### src/rtl/uart_loader_pkg.sv
// Shared types and constants for the UART memory loader.
package uart_loader_pkg;

  typedef enum logic [2:0] {
    S_SYNC,
    S_AHI,
    S_ALO,
    S_LHI,
    S_LLO,
    S_DATA,
    S_SUM
  } state_t;

  typedef enum logic [1:0] {
    RX_IDLE,
    RX_START,
    RX_BITS,
    RX_STOP
  } rx_phase_t;

  localparam logic [7:0] SYNC_BYTE   = 8'hA5;
  localparam logic [1:0] ERR_FRAME   = 2'd1;
  localparam logic [1:0] ERR_TIMEOUT = 2'd2;
  localparam logic [1:0] ERR_SUM     = 2'd3;

endpackage

### src/rtl/uart_rx_byte.sv
// UART byte receiver: rx synchronizer, baud counter and LSB-first shifter.
module uart_rx_byte
  import uart_loader_pkg::*;
#(
  parameter int unsigned DIV = 25
) (
  input  logic       clock,
  input  logic       reset,
  input  logic       rx,
  output logic [7:0] data_byte,
  output logic       byte_valid,
  output logic       ferr
);

  localparam int unsigned CW = $clog2(DIV + 1);
  localparam logic [CW-1:0] DIV_C  = CW'(DIV);
  localparam logic [CW-1:0] HALF_C = CW'(DIV / 2);

  logic            sync1;
  logic            sync2;
  logic            prev;
  logic [CW-1:0]   cnt;
  logic [2:0]      bit_idx;
  logic [7:0]      shift;
  rx_phase_t       phase;

  always_ff @(posedge clock or posedge reset) begin
    if (reset) begin
      sync1      <= 1'b1;
      sync2      <= 1'b1;
      prev       <= 1'b1;
      cnt        <= '0;
      bit_idx    <= '0;
      shift      <= '0;
      phase      <= RX_IDLE;
      data_byte  <= '0;
      byte_valid <= 1'b0;
      ferr       <= 1'b0;
    end else begin
      sync1      <= rx;
      sync2      <= sync1;
      prev       <= sync2;
      byte_valid <= 1'b0;
      ferr       <= 1'b0;
      unique case (phase)
        RX_IDLE: begin
          if (prev && !sync2) begin
            phase <= RX_START;
            cnt   <= CW'(1);
          end
        end
        RX_START: begin
          // A line already back high at mid-start is a glitch: drop silently.
          if (cnt == HALF_C) begin
            if (sync2) begin
              phase <= RX_IDLE;
            end else begin
              phase   <= RX_BITS;
              cnt     <= CW'(1);
              bit_idx <= '0;
            end
          end else begin
            cnt <= cnt + CW'(1);
          end
        end
        RX_BITS: begin
          if (cnt == DIV_C) begin
            shift <= {sync2, shift[7:1]};
            cnt   <= CW'(1);
            if (bit_idx == 3'd7) begin
              phase <= RX_STOP;
            end else begin
              bit_idx <= bit_idx + 3'd1;
            end
          end else begin
            cnt <= cnt + CW'(1);
          end
        end
        RX_STOP: begin
          if (cnt == DIV_C) begin
            phase <= RX_IDLE;
            if (sync2) begin
              data_byte  <= shift;
              byte_valid <= 1'b1;
            end else begin
              ferr <= 1'b1;
            end
          end else begin
            cnt <= cnt + CW'(1);
          end
        end
        default: phase <= RX_IDLE;
      endcase
    end
  end

endmodule

### src/rtl/uart_loader.sv
// Packet framing FSM: A5, address, length, data, checksum -> memory writes.
module uart_loader
  import uart_loader_pkg::*;
#(
  parameter int unsigned CLK_HZ  = 25000000,
  parameter int unsigned BAUD    = 230400,
  parameter int unsigned ADDR_W  = 15,
  parameter int unsigned TIMEOUT = 2500000
) (
  input  logic              clock,
  input  logic              reset,
  input  logic              rx,
  output logic              we,
  output logic [ADDR_W-1:0] a,
  output logic [7:0]        d,
  output logic              busy,
  output logic              done,
  output logic              err,
  output logic [1:0]        err_code
);

  localparam int unsigned DIV = CLK_HZ / BAUD;
  localparam int unsigned TW  = $clog2(TIMEOUT + 1);
  localparam logic [TW-1:0] TLIM = TW'(TIMEOUT - 1);

  logic [7:0]    data_byte;
  logic          byte_valid;
  logic          ferr;

  state_t        state;
  logic [15:0]   addr;
  logic [15:0]   len;
  logic [7:0]    sum;
  logic [TW-1:0] tcnt;

  uart_rx_byte #(
    .DIV(DIV)
  ) u_rx (
    .clock      (clock),
    .reset      (reset),
    .rx         (rx),
    .data_byte  (data_byte),
    .byte_valid (byte_valid),
    .ferr       (ferr)
  );

  always_ff @(posedge clock or posedge reset) begin
    if (reset) begin
      state    <= S_SYNC;
      addr     <= '0;
      len      <= '0;
      sum      <= '0;
      tcnt     <= '0;
      we       <= 1'b0;
      a        <= '0;
      d        <= '0;
      busy     <= 1'b0;
      done     <= 1'b0;
      err      <= 1'b0;
      err_code <= '0;
    end else begin
      we   <= 1'b0;
      done <= 1'b0;
      err  <= 1'b0;

      if (state == S_SYNC || byte_valid) begin
        tcnt <= '0;
      end else begin
        tcnt <= tcnt + TW'(1);
      end

      // busy is kept in step with state so it is a registered copy of state != SYNC.
      if (state != S_SYNC && ferr) begin
        err      <= 1'b1;
        err_code <= ERR_FRAME;
        state    <= S_SYNC;
        busy     <= 1'b0;
      end else if (state != S_SYNC && !byte_valid && tcnt == TLIM) begin
        err      <= 1'b1;
        err_code <= ERR_TIMEOUT;
        state    <= S_SYNC;
        busy     <= 1'b0;
      end else if (byte_valid) begin
        unique case (state)
          S_SYNC: begin
            if (data_byte == SYNC_BYTE) begin
              state <= S_AHI;
              busy  <= 1'b1;
              sum   <= '0;
            end
          end
          S_AHI: begin
            addr[15:8] <= data_byte;
            state      <= S_ALO;
          end
          S_ALO: begin
            addr[7:0] <= data_byte;
            state     <= S_LHI;
          end
          S_LHI: begin
            len[15:8] <= data_byte;
            state     <= S_LLO;
          end
          S_LLO: begin
            len[7:0] <= data_byte;
            state    <= ({len[15:8], data_byte} != 16'd0) ? S_DATA : S_SUM;
          end
          S_DATA: begin
            we    <= 1'b1;
            a     <= addr[ADDR_W-1:0];
            d     <= data_byte;
            addr  <= addr + 16'd1;
            sum   <= sum + data_byte;
            len   <= len - 16'd1;
            if (len == 16'd1) begin
              state <= S_SUM;
            end
          end
          S_SUM: begin
            if (data_byte == sum) begin
              done <= 1'b1;
            end else begin
              err      <= 1'b1;
              err_code <= ERR_SUM;
            end
            state <= S_SYNC;
            busy  <= 1'b0;
          end
          default: begin
            state <= S_SYNC;
            busy  <= 1'b0;
          end
        endcase
      end
    end
  end

endmodule
### config.mk
export PLATFORM = sky130hd
export DESIGN_NAME = uart_loader
export DESIGN_NICKNAME = d
export VERILOG_FILES = /design/src/rtl/uart_loader_pkg.sv /design/src/rtl/uart_rx_byte.sv /design/src/rtl/uart_loader.sv
export SDC_FILE = /design/constraint.sdc
export NUM_CORES = 1
export LEC_CHECK = 0
export ABC_CLOCK_PERIOD_IN_PS = 2300
export BUFFER_PORTS_ARGS = -buffer_cell sky130_fd_sc_hd__buf_2
export CAP_MARGIN = 20
export CORE_MARGIN = 3
export CORE_UTILIZATION = 56
export DETAILED_ROUTE_END_ITERATION = 12
export GPL_TIMING_DRIVEN = 0
export PLACE_DENSITY = 0.82
export RECOVER_POWER = 25
export SYNTH_ARGS = -nofsm -noshare
export SYNTH_HDL_FRONTEND = slang
export SYNTH_HIERARCHICAL = 1
export SYNTH_SLANG_ARGS = --single-unit
### constraint.sdc
create_clock -name clock -period 2.3 [get_ports clock]
set_input_delay 0.115 -clock clock [delete_from_list [all_inputs] [get_ports clock]]
set_output_delay 0.115 -clock clock [all_outputs]
set_load 0.005 [all_outputs]
==> results list, run 1 <==
* Status: finished, final reports clean
- Type of the tightest min-delay check: input port to async pin
- In this run, CTS created clock tree buffers numbering 17.
- Setup repair after global routing left no endpoint under its margin.
- Seq cells post-synth: about 130
* Global-route wire length before repair: 24.9 mm
- STA classifies the critical path endpoint as a flip-flop.
* Portion of total power attributed to the clock network: about half
- Leakage power of the design: approximately 3.5 nW
- Cell with the most instances on the worst path: nand2_1
- For the pin with the worst max-slew slack, the measured transition is approximately 1.1 ns.
- Setup violations remaining at the end of the flow were counted as 0.
- Share of total power consumed by net switching: roughly 23%
* Post-layout utilization of the core: ~67%
* Synth area leader: dfrtp_1
- The core region is about 11,000 um2.
- Along the worst path, the maximum fanout reaches 10.
* Total power consumption of the routed design: roughly 5.3 mW
* Number of DRC markers after the initial detailed-route iteration: 477
- In the post-route analysis, the smallest setup slack over all paths is roughly 0.14 ns.
* DRC errors left: 0
* Die height: between 100 and 150 um
* Clock tree from TritonCTS: built
- Placed wire-length estimate after detailed placement: between 10 and 15 mm
* Grt total ovfl: 0
- Main area contributors after synthesis: dfrtp_1 47%, nor2_1 4.0%, mux2_2 3.8%
- Syn nets: ~680
- Layout cells sized above 1: between 15 and 20%
* Count of input and output buffers: 31
- Final Hold Viols: 0
- Final Critical Period: approximately 2.2 ns
- After routing, the total negative slack on setup checks comes to 0 ns.
- For this design the total switching power over the nets is between 1 and 1.5 mW.
* Share of power burned in combinational logic: roughly 6.4%
- During synthesis, Yosys emitted a total of 6 warnings.
- Internal Power: around 4.1 mW
* Mean instance size in the synthesized netlist: between 9 and 10 um2
- STA classifies the critical path startpoint as a flip-flop.
- The repair_antennas step left the layout with diodes totalling 0.
- Post-synth cell types: 71
- Sequential cell area fraction in the yosys report: about half
- The die is 114 um wide.
- Among all flip-flop cells after synthesis, the most frequent one is dfrtp_1.
- The signal on the critical path passes through buf_2 > nor2b_1 > nand2_1 > clkbuf_1 > nand2_1 > a21boi_0 > o21ai_1.
* Fin. max-slew vios: 0
* Number of cell rows: 38
- The tree built by TritonCTS fans out to ~130 sinks.
- The floorplan step defined a die boundary enclosing 12,900 um2.
- Period Utilization, post-route: ~94%
- Critical path's largest stage delay: around 0.32 ns
- The routed layout has between 5,000 and 6,000 vias.
- Maximum buffer depth of the clock tree: 2
- Leaving out fill and tap cells, the most frequent cells in the layout are 122 x dfrtp_1, 70 x nor2_1, 57 x nand2_1, 45 x a21oi_1, 38 x buf_2.
- Via count of the first global-routing pass: between 5,000 and 6,000
* Fraction of registers with async set/reset: 100%
- Reg clk slew, reported paths: around 0.06 ns
* Root buf cell: clkbuf_16
* Power per cell area: about 710 nW/um2
- The slowest stage of the critical path belongs to the cell dfrtp_1.
* Setup bufs post-CTS: 0
* Number of detailed-route iterations in the first pass: 5
- Worst path required time: ~2.6 ns
* Latest clock arrival within the worst-skew pair: between 0.4 and 0.5 ns
- For the worst setup path, the data arrival time is roughly 2.4 ns.
* Routed via count divided by cell count: a little over 6
- Per report_power, the sequential group accounts for a little under half of the total.
- Yosys mapped a number of flops with a built-in enable equal to 0.
- After technology mapping, the gate count stands at 659.
- Entering global routing, the biggest net connects 43 pins.
* Maximum clock frequency: approximately 460 MHz
- Post-route antenna net violation count: 0
- Initial core utilization: 58.6%
- Most common cell after layout, fill and taps aside: dfrtp_1
* Final nets: ~730
* Max-slew headroom at the worst pin: approximately 30%
- The routed design has ~15 mm of wire.
* Top-level port count: 32
* Setup CP Type: flip-flop to flip-flop
* Final Skew: about 0.0095 ns
* Worst slack after detailed placement: between 0.1 and 0.15 ns
- Post-DR wirelength/cell: around 17 um
* Share of the synthesized area in the top cell type: between 40% and 50%
- In this run the number of H-tree levels came out at 4.
- The kind of cell with the highest combined delay along the critical path is simple AND/OR/NAND/NOR gates.
* Worst IR drop on VDD: 817 uV
- Growth of design area from synthesis to finish: 15.0%
- The initial antenna violation count came to 0.
- CP bufs+invs: 2
- In this run the cell area of the synthesized design comes to 6490 um2.
- The count of cells in the finished layout, fillers not included, comes to between 800 and 900.
* Cell count after placement: 833
- Global placer's final weighted congestion: about 0.96
- Max capacitance violation total: 0
- Global routing used approximately a quarter of the available tracks across all layers.
-- registers in the layout, indices dropped and copies added, names as in the netlist, 2 cells and up, named ones only --
name,cells
a,15
addr,15
d,8
err_code,2
len,16
state,3
sum,8
tcnt,22
u_rx/bit_idx,3
u_rx/cnt,7
u_rx/data_byte,8
u_rx/shift,8
-- final cells by class --
cell class              instances  area, um2
clock inverters                 5       53.8
inverters                      21       80.1
fillers                       835       3620
repair buffers                 36        211
plain buffers                  28        128
well taps                     140        175
multi-input cells             484       3130
clock buffers                  27        523
flip-flops and latches        126       3160
-- metal layers --
layer  track usage (%)  share of wire, %  vias to the layer above
li1                  -                 -                     2502
met1              31.0                43                     2574
met2              39.3                48                      171
met3              6.90               7.0                       32
met4              8.65               1.9                        0
met5                 0                 0                        -
-- synth_stat cells, drive strengths merged (8+ instances only) --
library cell,count
dfrtp,123
nor2,71
nand2,57
a21oi,46
o21ai,42
mux2,38
inv,21
nand3,19
clkbuf,17
ha,16
xor2,15
nor3,14
and3,12
buf,11
nand4,11
a31oi,10
o31ai,10
xnor2,9
nor4,8
or4,8
-- cells by family (layout without fill, tap and decap cells) --
logic type / count (synthesis) / count (layout) / synth area share, %
xor+xnor: 24 / 24 / 3.24
flops: 126 / 126 / 48.6
fa+ha+maj: 17 / 17 / 3.39
buf+inv: 49 / 117 / 3.16
compound gates: 158 / 158 / 15.3
mux: 38 / 38 / 6.59
simple gates: 247 / 247 / 19.6
-- worst paths after layout --
kind / start / to / slack, ns / cells after the start
max in group asynchronous: reset / a[13] / 0.71 / 4
hold / removal: reset / busy / 0.25 / 3
setup / recovery: state[2] / len[6] / 0.14 / 7
setup reg to reg: state[2] / len[6] / 0.14 / 7
hold reg to reg: u_rx/sync1 / u_rx/sync2 / 0.36 / 0
min in group clock: rx / u_rx/sync1 / 0.35 / 2
-- repair_timing --
item | CTS | global route
setup endpoints to repair | 0 | 9
gates resized for setup | 0 | 4
hold buffers | 2 | 0
hold endpoints to repair | 105 | 0
-- stage by stage --
| step | area [um2] | hold slack [ns] |
|---|---|---|
| 2_1_floorplan | 6490 | 0.119 |
| 3_3_place_gp | 6820 | 0.221 |
| 3_5_place_dp | 6890 | 0.108 |
| 4_1_cts | 7490 | 0.209 |
| 5_1_grt | 7460 | 0.298 |
| 6_report | 7460 | 0.249 |
-- worst register-to-register path: stages, from the launching register on --
cell and delay, ns:
dfrtp_1 0.32, buf_2 0.20, nor2b_1 0.32, nand2_1 0.28, clkbuf_1 0.32, nand2_1 0.27, a21boi_0 0.24, o21ai_1 0.08
-- power groups by stage --
stage | clock [mW] | combinational, mW | sequential, mW
floorplan | 0 | 0.264 | 2.40
global placement | 0 | 0.313 | 2.43
detailed placement | 0 | 0.339 | 2.43
CTS | 2.60 | 0.348 | 2.39
global route | 2.71 | 0.383 | 2.40
finish | 2.55 | 0.337 | 2.40
Note: power is estimated with default switching activity, not from simulation.
==> run 2, diff against run 1 <==
--- a/config.mk
+++ b/config.mk
@@ -5,14 +5,16 @@
 export SDC_FILE = /design/constraint.sdc
 export NUM_CORES = 1
 export LEC_CHECK = 0
+export ABC_AREA = 1
 export ABC_CLOCK_PERIOD_IN_PS = 2300
 export BUFFER_PORTS_ARGS = -buffer_cell sky130_fd_sc_hd__buf_2
 export CAP_MARGIN = 20
 export CORE_MARGIN = 3
 export CORE_UTILIZATION = 56
+export CTS_CLUSTER_DIAMETER = 60
 export DETAILED_ROUTE_END_ITERATION = 12
 export GPL_TIMING_DRIVEN = 0
-export PLACE_DENSITY = 0.82
+export PLACE_DENSITY = 0.81
 export RECOVER_POWER = 25
 export SYNTH_ARGS = -nofsm -noshare
 export SYNTH_HDL_FRONTEND = slang
==> results list, run 2 <==
- The flow ran to the end, and the final reports show no timing, DRC or antenna violations.
- Type of the tightest min-delay check: input port to async pin
* Total Neg Setup Slack: 0 ns
- Area of the mapped netlist: between 7000 and 8000 um2
* FF-to-FF path depth: 10
- Root buf cell: clkbuf_16
* Last element of the critical path: state[2]
- For the worst-skew pair, the clock arrives at the later sink with an insertion delay of between 0.4 and 0.5 ns.
- YS warnings: 6
* Maximum buffer depth of the clock tree: 2
* Core area: about 12,000 um2
* Placed wire-length estimate after detailed placement: ~12 mm
- Leakage power of the design: slightly above 4 nW
* End of the worst register-to-register path: state[2]
- Synthesis produced a netlist with a net count of just under 1,000.
- Cell breakdown of the critical path: ha_1 > nand2_1 > nor2_2 > nand2_1 > nor2_1 > nand3_2 > nand3_2 > nand3_2 > nand2_1 > nand2_1
* Power per cell area: about 710 nW/um2
- Summed over all layers, the global routing overflow is 0.
* DRC errors left: 0
* Worst slack after detailed placement: between 0.4 and 0.5 ns
- Worst path required time: roughly 2.6 ns
- The die covers 14,100 um2.
* Sequential cell area fraction in the yosys report: 44.3%
* Main area contributors after synthesis: dfrtp_1 43%, nand2_1 14%, inv_1 6.2%
- Width of the die: 119 um
* Fin. max-slew vios: 0
- Initial core utilization: roughly three fifths
- Area taken by multi-input logic gates: between 3000 and 4000 um2
- Seq cells post-synth: between 100 and 150
- 32 I/O pins were placed.
* Sort of element at the end of the critical path: flip-flop
- By count the netlist is led by 267 x nand2_1, 123 x dfrtp_1, 117 x inv_1, 109 x nor2_1, 51 x nand3_1.
- In the final design database the tool counted just over 1,000 nets.
- Clock skew on the completed layout was measured at ~0.014 ns.
- The initial antenna violation count is 0.
* Number of failing setup endpoints in the final timing report: 0
* Clock tree from TritonCTS: built
- Layout cells sized above 1: 13.6%
* Clock Sink Count: approximately 130
- Count of input and output buffers: 31
- The sequential cells in the finished layout cover a total of 3160 um2.
* Synth area leader: dfrtp_1
- In the synthesized netlist the dominant register cell turns out to be dfrtp_1.
* Most common cell after layout, fill and taps aside: nand2_1
- Dividing the detail-routed wire length by the instance count gives 13.9 um.
- The floorplan has 40 rows.
* Setup CP Type: flip-flop to flip-flop
* Worst IR drop on VDD: roughly 700 uV
- The die is about 120 um tall.
- Maximum clock frequency: about 540 MHz
* # diodes: 0
- After filler insertion, the fill cell instance count of the layout stands at about 1,000.
- The tool flagged a number of max-cap violations equal to 0.
* Growth of design area from synthesis to finish: 14.7%
- In this run the critical register-to-register path is launched from tcnt[0].
- After synthesis, the share of flip-flops with an asynchronous set or reset is 100%.
- Setup repair after global routing left no endpoint under its margin.
* Commonest cells after routing, fill and taps aside: 267 x nand2_1, 123 x dfrtp_1, 116 x inv_1, 109 x nor2_1, 51 x nand3_1
- Master of the slowest instance on the critical path: dfrtp_1
* Element type at the critical path start: flip-flop
- After detailed routing, the number of vias per cell comes to about 5.3.
* Total power consumption of the routed design: just under 6 mW
- Count leader, synth: nand2_1
- Post-Synthesis Cells: 950
- The number of different library cells used by synthesis comes to 44.
- In this run the remaining antenna-violating nets after routing total 0.
- Entering global routing, the biggest net connects 43 pins.
* Routed Wire Length: around 17 mm
- For the pin with the worst max-slew slack, the measured transition is 1.00 ns.
- In this run the mean area of a mapped cell was ~7.5 um2.
* FF-to-FF setup slack: around 0.43 ns
- The via count of the first global-routing pass is 5,911.
* Worst setup path start: tcnt[0]
- Share of the synthesized area in the top cell type: around 43%
* Flip-flop count of the largest register, all copies and words added: 22
- Clock-pin slew was measured on the worst setup and hold paths at ~0.060 ns.
- Critical path's largest stage delay: around 0.37 ns
- The first global-routing pass estimated about 28 mm of wire.
- At the worst endpoint, the arrival time is 2.17 ns.
- Final Hold Viols: 0
- Via Count: 6,318
- The H-tree was split into 4 levels.
- The largest registers in the layout are tcnt (22), len (16).
* Number of detailed-route iterations in the first pass: 5
- The worst path meets setup with roughly 0.43 ns of slack.
- Top register by number of flip-flops: tcnt
- Routability-driven placement finished with a final weighted congestion of 0.908.
- Worst-path maximum fanout: 6
- The cell that appears most often on the critical path is nand2_1.
* Max-slew headroom at the worst pin: between 30% and 40%
* Number of CTS-inserted buffers: 17
* Number of DRC markers after the initial detailed-route iteration: ~500
- Final Critical Period: between 1.5 and 2 ns
* Overall fraction of global-route tracks in use: between 20% and 30%
- Period Utilization, post-route: between 80% and 90%
* Number of flops mapped to enable cells by yosys: 0
==> run 2: changes by cell type after synthesis, sizes merged, moves of 38 or more <==
cell,change
inv,+109
mux2,-38
nand2,+220
nand3,+38
nor2,+49
o21ai,+53
==> run 2: logic make-up (layout without fill, tap and decap cells) <==
group / Yosys count / in the layout / share of synthesized area, %
buf+inv: 151 / 219 / 8.86
compound gates: 147 / 147 / 11.6
xor+xnor: 20 / 20 / 2.46
fa+ha+maj: 17 / 17 / 3.09
simple gates: 489 / 489 / 29.6
flops: 126 / 126 / 44.3
==> run 2: how the worst min path moves through the flow <==
stage / startpoint / endpoint / cells after the start
after floorplan: rx / u_rx/sync1 / 0
after global placement: rx / u_rx/sync1 / 1
after detailed placement: reset / tcnt[15] / 2
after CTS: reset / tcnt[15] / 3
after global routing: rx / u_rx/sync1 / 2
final: reset / tcnt[15] / 3
==> run 2: layout make-up <==
type | count | area share [%]
buffer | 19 | 1.55
clock buffer | 21 | 5.76
clock inverter | 11 | 1.99
inverter | 132 | 6.19
multi-input combinational | 673 | 40.8
sequential | 126 | 38.7
tap | 168 | 2.57
timing repair buffer | 36 | 2.48
==> run 2: layer usage <==
layer,routed length [um],GRT usage [%]
met5,0,0
met3,1010,6.32
met4,187,7.02
met2,7990,38.3
met1,7360,33.0
==> run 2: through the flow <==
step                instance area, um2  hold slack [ns]  std cells  utilization [%]
floorplan                         7120            0.119        950                -
global placement                  7490            0.220       1149             61.3
detailed placement                7550            0.122       1152             61.9
CTS                               8210            0.227       1186             67.2
global route                      8170            0.342       1186             66.9
finish                            8170            0.282       1186             66.9
==> run 2: report_power, final <==
part | total, mW | switching (mW) | internal, mW
Clock | 2.86 | 0.967 | 1.89
Combinational | 0.570 | 0.402 | 0.168
Sequential | 2.36 | 0.0856 | 2.28
Total | 5.79 | 1.45 | 4.33
==> run 2: critical path: cells and delay by family (launching register included) <==
kind,cells,cell delay (ns)
adders and majority gates,1,0.23
and+or+nand+nor,9,1.15
DFF,1,0.37
==> run 2: what timing repair did <==
item                      in CTS  in global routing
resized for setup              0                  0
buffers inserted               0                  0
hold buffers                   2                  0
hold endpoints to repair      32                  0
